`config.mk`:
```
export PLATFORM = sky130hd
export DESIGN_NAME = register_bus_arbiter
export DESIGN_NICKNAME = d
export VERILOG_FILES = /design/src/rtl/register_bus_arbiter.sv
export SDC_FILE = /design/constraint.sdc
export NUM_CORES = 1
export LEC_CHECK = 0
export BUFFER_PORTS_ARGS = -buffer_cell sky130_fd_sc_hd__buf_2
export CORE_MARGIN = 4
export CORE_UTILIZATION = 51
export DETAILED_ROUTE_END_ITERATION = 6
export GPL_ROUTABILITY_DRIVEN = 0
export PLACE_DENSITY = 0.84
export SYNTH_ARGS = -nofsm -noshare
export SYNTH_HDL_FRONTEND = slang
export SYNTH_SLANG_ARGS = --single-unit
```
`constraint.sdc`:
```
create_clock -name clk -period 4 [get_ports clk]
set_clock_uncertainty 0.15 [all_clocks]
set_input_delay 0.8 -clock clk [delete_from_list [all_inputs] [get_ports clk]]
set_output_delay 0.8 -clock clk [all_outputs]
set_load 0.02 [all_outputs]
```
`src/rtl/register_bus_arbiter.sv`:
```
// Register bus arbiter: round-robin arbitration between a host bridge (A)
// and an internal copier (B) for one register-file bus. Each transaction runs
// IDLE -> SETUP -> STROBE (STROBE_CYCLES clocks) -> HOLD. Every output is a flop.
// STROBE_CYCLES must be 1 or more.
module register_bus_arbiter #(
    parameter int unsigned ADDR_WIDTH    = 5,
    parameter int unsigned DATA_WIDTH    = 16,
    parameter int unsigned STROBE_CYCLES = 2
) (
    input  logic                  clk,
    input  logic                  reset,
    input  logic                  a_req,
    input  logic                  a_wr,
    input  logic [1:0]            a_be,
    input  logic [ADDR_WIDTH-1:0] a_addr,
    input  logic [DATA_WIDTH-1:0] a_wdata,
    output logic                  a_ack,
    output logic [DATA_WIDTH-1:0] a_rdata,
    input  logic                  b_req,
    input  logic                  b_wr,
    input  logic [1:0]            b_be,
    input  logic [ADDR_WIDTH-1:0] b_addr,
    input  logic [DATA_WIDTH-1:0] b_wdata,
    output logic                  b_ack,
    output logic [DATA_WIDTH-1:0] b_rdata,
    output logic                  reg_en,
    output logic                  reg_rd_n,
    output logic                  reg_wr_n,
    output logic [1:0]            reg_be,
    output logic [ADDR_WIDTH-1:0] reg_addr,
    output logic [DATA_WIDTH-1:0] reg_wdata,
    input  logic [DATA_WIDTH-1:0] reg_rdata,
    output logic                  busy
);

    localparam int unsigned BE_W  = 2;
    localparam int unsigned CNT_W = (STROBE_CYCLES > 1) ? $clog2(STROBE_CYCLES) : 1;

    typedef enum logic [1:0] {
        S_IDLE   = 2'd0,
        S_SETUP  = 2'd1,
        S_STROBE = 2'd2,
        S_HOLD   = 2'd3
    } state_e;

    state_e state_q, state_d;
    logic [CNT_W-1:0] cnt_q, cnt_d;

    // last_grant_q: 0 = A, 1 = B; also identifies the owner of the current transaction
    logic last_grant_q, last_grant_d;
    logic wr_q, wr_d;
    logic grant_a_c, grant_b_c;

    logic                  reg_en_q, reg_en_d;
    logic                  reg_rd_n_q, reg_rd_n_d;
    logic                  reg_wr_n_q, reg_wr_n_d;
    logic [BE_W-1:0]       reg_be_q, reg_be_d;
    logic [ADDR_WIDTH-1:0] reg_addr_q, reg_addr_d;
    logic [DATA_WIDTH-1:0] reg_wdata_q, reg_wdata_d;
    logic                  a_ack_q, a_ack_d;
    logic                  b_ack_q, b_ack_d;
    logic [DATA_WIDTH-1:0] a_rdata_q, a_rdata_d;
    logic [DATA_WIDTH-1:0] b_rdata_q, b_rdata_d;
    logic                  busy_q, busy_d;

    // State register plus all registered outputs and datapath flops
    always_ff @(posedge clk) begin
        if (reset) begin
            state_q      <= S_IDLE;
            cnt_q        <= '0;
            last_grant_q <= 1'b1;
            wr_q         <= 1'b0;
            reg_en_q     <= 1'b0;
            reg_rd_n_q   <= 1'b1;
            reg_wr_n_q   <= 1'b1;
            reg_be_q     <= '0;
            reg_addr_q   <= '0;
            reg_wdata_q  <= '0;
            a_ack_q      <= 1'b0;
            b_ack_q      <= 1'b0;
            a_rdata_q    <= '0;
            b_rdata_q    <= '0;
            busy_q       <= 1'b0;
        end else begin
            state_q      <= state_d;
            cnt_q        <= cnt_d;
            last_grant_q <= last_grant_d;
            wr_q         <= wr_d;
            reg_en_q     <= reg_en_d;
            reg_rd_n_q   <= reg_rd_n_d;
            reg_wr_n_q   <= reg_wr_n_d;
            reg_be_q     <= reg_be_d;
            reg_addr_q   <= reg_addr_d;
            reg_wdata_q  <= reg_wdata_d;
            a_ack_q      <= a_ack_d;
            b_ack_q      <= b_ack_d;
            a_rdata_q    <= a_rdata_d;
            b_rdata_q    <= b_rdata_d;
            busy_q       <= busy_d;
        end
    end

    // Next-state logic: round-robin grant in IDLE, strobe down-counter in STROBE
    always_comb begin
        state_d   = state_q;
        cnt_d     = cnt_q;
        grant_a_c = 1'b0;
        grant_b_c = 1'b0;
        unique case (state_q)
            S_IDLE: begin
                if (a_req && (!b_req || last_grant_q)) begin
                    grant_a_c = 1'b1;
                end else if (b_req) begin
                    grant_b_c = 1'b1;
                end
                if (grant_a_c || grant_b_c) begin
                    state_d = S_SETUP;
                end
            end
            S_SETUP: begin
                state_d = S_STROBE;
                cnt_d   = CNT_W'(STROBE_CYCLES - 1);
            end
            S_STROBE: begin
                if (cnt_q == '0) begin
                    state_d = S_HOLD;
                end else begin
                    cnt_d = cnt_q - CNT_W'(1);
                end
            end
            S_HOLD: begin
                state_d = S_IDLE;
            end
            default: begin
                state_d = S_IDLE;
            end
        endcase
    end

    // Output logic: next values of the output flops, derived from the upcoming state
    always_comb begin
        reg_en_d     = 1'b0;
        reg_rd_n_d   = 1'b1;
        reg_wr_n_d   = 1'b1;
        a_ack_d      = 1'b0;
        b_ack_d      = 1'b0;
        busy_d       = (state_d != S_IDLE);
        reg_be_d     = reg_be_q;
        reg_addr_d   = reg_addr_q;
        reg_wdata_d  = reg_wdata_q;
        wr_d         = wr_q;
        last_grant_d = last_grant_q;
        a_rdata_d    = a_rdata_q;
        b_rdata_d    = b_rdata_q;

        if (grant_a_c) begin
            wr_d         = a_wr;
            reg_be_d     = a_be;
            reg_addr_d   = a_addr;
            reg_wdata_d  = a_wdata;
            last_grant_d = 1'b0;
        end else if (grant_b_c) begin
            wr_d         = b_wr;
            reg_be_d     = b_be;
            reg_addr_d   = b_addr;
            reg_wdata_d  = b_wdata;
            last_grant_d = 1'b1;
        end

        unique case (state_d)
            S_SETUP: begin
                reg_en_d = 1'b1;
            end
            S_STROBE: begin
                reg_en_d   = 1'b1;
                reg_rd_n_d = wr_q;
                reg_wr_n_d = ~wr_q;
            end
            S_HOLD: begin
                reg_en_d = 1'b1;
                a_ack_d  = ~last_grant_q;
                b_ack_d  = last_grant_q;
            end
            default: begin
            end
        endcase

        // Read data is captured on the edge that ends the last strobe cycle
        if ((state_q == S_STROBE) && (state_d == S_HOLD) && !wr_q) begin
            if (last_grant_q) begin
                b_rdata_d = reg_rdata;
            end else begin
                a_rdata_d = reg_rdata;
            end
        end
    end

    assign reg_en    = reg_en_q;
    assign reg_rd_n  = reg_rd_n_q;
    assign reg_wr_n  = reg_wr_n_q;
    assign reg_be    = reg_be_q;
    assign reg_addr  = reg_addr_q;
    assign reg_wdata = reg_wdata_q;
    assign a_ack     = a_ack_q;
    assign b_ack     = b_ack_q;
    assign a_rdata   = a_rdata_q;
    assign b_rdata   = b_rdata_q;
    assign busy      = busy_q;

endmodule

```
* Yosys cells after proc, flatten, opt, wreduce, memory -nomap -nowiden
Cells that the tools add are included.
Cells by class: $add $sub $neg 1, $mul 0, div/mod/pow operators 0, order comparisons 0, equality and inequality tests 6, shifts and indexed selects 0, multiplexer cells 23, bitwise logic cells 4, reductions and logical operators 16
Operators by type and width (count):
- $mux W16 | 2
- $mux W1 | 13
- $mux W5 | 2
- $eq A2 B2 Y1 const B | 4
- $mux W2 | 4
- $pmux W2 S4 | 1
- $reduce_bool A2 Y1 | 3
- $eq A2 B1 Y1 const B | 2
- $not A1 Y1 | 4
- $reduce_and A2 Y1 | 2
- $reduce_or A2 Y1 | 2
- $logic_and A1 B1 Y1 | 3
- $reduce_or A3 Y1 | 1
- $logic_not A1 Y1 | 2
- $logic_not A2 Y1 | 1
- $logic_or A1 B1 Y1 | 2
- $pmux W1 S2 | 1
- $sub A1 B1 Y1 const B | 1
Storage, ports and cells: register bits 66, bits in latches 0, RAM bits 0, ROM bits 0, input port bits 68, word-level logic and storage cells 65, memories kept 0

* Logic depth before layout (Yosys ltp)
word-level depth 12, depth in mapped cells 7

* Worst setup path after synthesis
Ideal clock, no wire load.
kind input to register, start input port b_req, end register b_rdata_q[10], in the netlist b_rdata[10], data arrival time 1796 ps, required time 3778 ps, path slack 1982 ps, stages 4, cells stage by stage or4b_1 > nand3_1 > buf_6 > mux2i_1
On the way: word-level cells in the longest chain between the ends 12, elaborated cells between the ends (all ways) 15
Ends and longest elaborated chain:
- start, declared | RTL line 19 | input logic b_req,
- $logic_not A1 Y1 | RTL line 111 | if (a_req && (!b_req || last_grant_q)) begin
- $logic_or A1 B1 Y1 | RTL line 111
- $logic_and A1 B1 Y1 | RTL line 111
- $mux W1 | RTL line 111
- $mux W1 | RTL line 109 | unique case (state_q)
- $logic_or A1 B1 Y1 (*) | RTL line 116 | if (grant_a_c || grant_b_c) begin
- $mux W2 (*) | RTL line 116
- $pmux W2 S4 (*) | RTL line 109
- $eq A2 B2 Y1 (*) | RTL line 189 | if ((state_q == S_STROBE) && (state_d == S_HOLD) && !wr_q) begin
- $logic_and A1 B1 Y1 (*) (2 in series) | RTL line 189
- $reduce_and A2 Y1 (no source line) (*)
- end signal, assigned | RTL line 98 | b_rdata_q <= b_rdata_d;
- end, declared | RTL line 63 | logic [DATA_WIDTH-1:0] b_rdata_q, b_rdata_d;
Mark *: on every way between the ends. The rest lies on a longest branch, timed or not. The select of a mux whose other input is x is not followed. A chain may end at the register's enable or synchronous reset.

* Final worst setup path
start register state_q[0], end register reg_wdata_q[8], in the netlist reg_wdata[8]
On the way: word-level cells in the longest chain between the ends 3, elaborated cells between the ends (all ways) 5
Ends and longest elaborated chain:
- start, declared | RTL line 46 | state_e state_q, state_d;
- start signal, assigned | RTL line 85 | state_q <= state_d;
- $logic_not A2 Y1 (*) | RTL line 109
- $mux W1 | RTL line 109
- $mux W16 / $reduce_bool A2 Y1 (equally long branches)
- end signal, assigned | RTL line 94 | reg_wdata_q <= reg_wdata_d;
- end, declared | RTL line 59 | logic [DATA_WIDTH-1:0] reg_wdata_q, reg_wdata_d;
Mark *: on every way between the ends. The rest lies on a longest branch, timed or not.

==> flow_summary.ini <==
[outcome]
run_status = finished clean

[layout]
mostFrequentLayoutCell = buf_2
area_delta_synth_final_pct = 30.0
num-fill-cells = 437
num-nets-final = 484
share_of_cells_above_drive_strength_1_pct = 35.6
final_cell_mix = buf_2, dfxtp_1, nand2b_1
num_antenna_cells = 0

[grt]
overflow = 0
grt_pass1_wl_um = 11400
maximum_number_of_pins_on_one_net_before_global_route_repair = 80
via_count_of_the_first_global_routing_pass = 2406
grt_antenna_before_repair = 0
global_route.usage.total_pct = 19.8

[route]
routed_wl_um = 6910
route.vias.total = 2556
post-route-drc-count = 0
wl_per_cell_um = 14.1
viasPerCell = 5.21
drt.antenna.violating_nets = 0
drtIter0Drc = 105
drtPass1Iterations = 4

[synthesis]
syn-cell-area_um2 = 2890
synth_seq_area_share_pct = 45.0
synth_cells = 301
synthesis.yosys.warnings = 0
synthDominantCellAreaShare_pct = 45.0
async_s_r_ff_share_synth_pct = 0
post_synth_edffs = 0
synth.area.top_cells = dfxtp_1, mux2i_1, nand2b_1, a311oi_1, or3b_1
most_common_flop_cell_mapped_by_yosys = dfxtp_1
avgSynthCellArea_um2 = 9.61
yosysUniqueCellTypes = 33
synthesis.nets = 371
synth-seq-cells = 65
yosys.area.top_type = dfxtp_1

[clocking]
cts.hold.buffers_added = 0
worst_skew_pair.late_latency_ns = 0.32
cts_made_buffers = 9
htree_levels = 3
clock_edge_transition_at_the_registers_on_the_reported_setup_and_hold_paths_ns = 0.07
clock_path_buffers = 2
clockRootBuffer = clkbuf_8
cts_tree = built
post-cts-setup-buffer-count = 0
post_cts_resized = 0
cts.sinks = 65

[timing]
post-route-min-period_ns = 2.62
setup_repair_after_global_routing_missed_its_margin = false
slew_viols_final = 0
hold_violations = 0
setup_total_negative_slack_ns = 0
maxSlewHeadroom_pct = 21.6
achievable_frequency_ghz = 0.382
timing.final.crit_share_pct = 65.5
worst_pin_slew_ns = 1.17
setup_violations = 0

[pwr]
p_per_area_nw_per_um2 = 657
p_leak_nw = 1.76
vdd_ir_drop_max_uv = 746
total_power_mw = 2.47

[worst_setup_path]
cell_family_with_the_largest_share_of_critical_path_delay = simple AND/OR/NAND/NOR gates
cp_cell_sequence = inv_1, ha_1, nand2_1, or3b_1, a311oi_1
worstPathRequired_ns = 4.07
slowest_cell_on_crit_path = nand2_1
worst-path-buf-inv = 1
timing.setup.critical_path_class = register to register
crit_path_start_kind = register
crit_path_max_fanout = 49
cp-end-kind = register
arrival_ns = 2.69
cpPeakStageDelay_ns = 0.72

[floorplanning]
dieHeight_um = 83.3
placeableCoreArea_um2 = 5510
die_area_um2 = 6940
die_w_um = 83.3
initial_core_util_pct = 52.6
ios = 129
rows = 27

[placed_design]
buffer_ports.inserted = 128
place_hpwl_um = 4890

[worst_hold_path]
min-delay-path-class = register to register

[flow_run]
number_of_max_cap_violations = 0
## layout make-up
class | count | area, um2 | share of cell area [%]
Sequential cell | 65 | 1300 | 34.6
Clock buffer | 11 | 141 | 3.76
Tap cell | 72 | 90.1 | 2.39
Timing Repair Buffer | 131 | 663 | 17.6
Inverter | 4 | 15.0 | 0.399
Clock inverter | 5 | 103 | 2.73
Multi-Input combinational cell | 203 | 1450 | 38.5
## state kept, by name, indices dropped and copies added, names as in the netlist, 2 cells and up
signal     flops
a_rdata       16
b_rdata       16
reg_addr       5
reg_be         2
reg_wdata     16
state_q        2
## routing by layer
metal | GRT usage [%] | wire [um] | share of wire [%] | up-vias
li1 | - | - | - | 1299
met1 | 25.4 | 3030 | 44 | 1144
met2 | 30.9 | 3210 | 47 | 98
met3 | 5.56 | 497 | 7.2 | 15
met4 | 9.06 | 170 | 2.5 | 0
met5 | 0 | 0 | 0 | -
## path summary, 6_finish.rpt
path / from / end / slack (ns) / depth (start not counted)
max reg2reg: state_q[0] / reg_wdata[8] / 1.38 / 5
max: state_q[0] / reg_wdata[8] / 1.38 / 5
min: wr_q / reg_wr_n / 0.30 / 1
min reg2reg: wr_q / reg_wr_n / 0.30 / 1
## metrics by stage
step	instances	hold WS [ns]	util, %	instance area (um2)	setup slack [ns]
floorplan	301	0.243	-	2890	1.98
global placement	475	0.287	63.9	3520	1.35
detailed placement	475	0.293	63.9	3520	1.24
CTS	491	0.305	68.3	3760	1.38
global route	491	0.331	68.3	3760	1.06
finish	491	0.296	68.3	3760	1.38
## kinds of logic after synthesis
| logic type | after synthesis | synth area share (%) |
|---|---|---|
| flops | 65 | 45.0 |
| simple gates | 116 | 25.2 |
| compound gates | 53 | 12.6 |
| mux | 32 | 11.1 |
| buf+inv | 33 | 5.27 |
| fa+ha+maj | 2 | 0.865 |
## report_power, final
group          leakage [nW]  switching (mW)  internal, mW  total, mW
registers             0.531          0.0890         0.807      0.896
logic                  1.11           0.576         0.331      0.907
clock network         0.120           0.240         0.430      0.670
## cell usage after synthesis (2+ instances only)
master and number:
nor2_1 27, nand2b_1 49, nand3_1 2, buf_1 2
buf_2 4, a311oi_1 24, nor4_1 3, ha_1 2
clkbuf_1 18, mux2i_1 32, dfxtp_1 65, nand3b_1 2
or3b_1 24, inv_1 4, o21ai_0 23, buf_4 2
buf_6 2
Power figures use the tool's default switching activity.
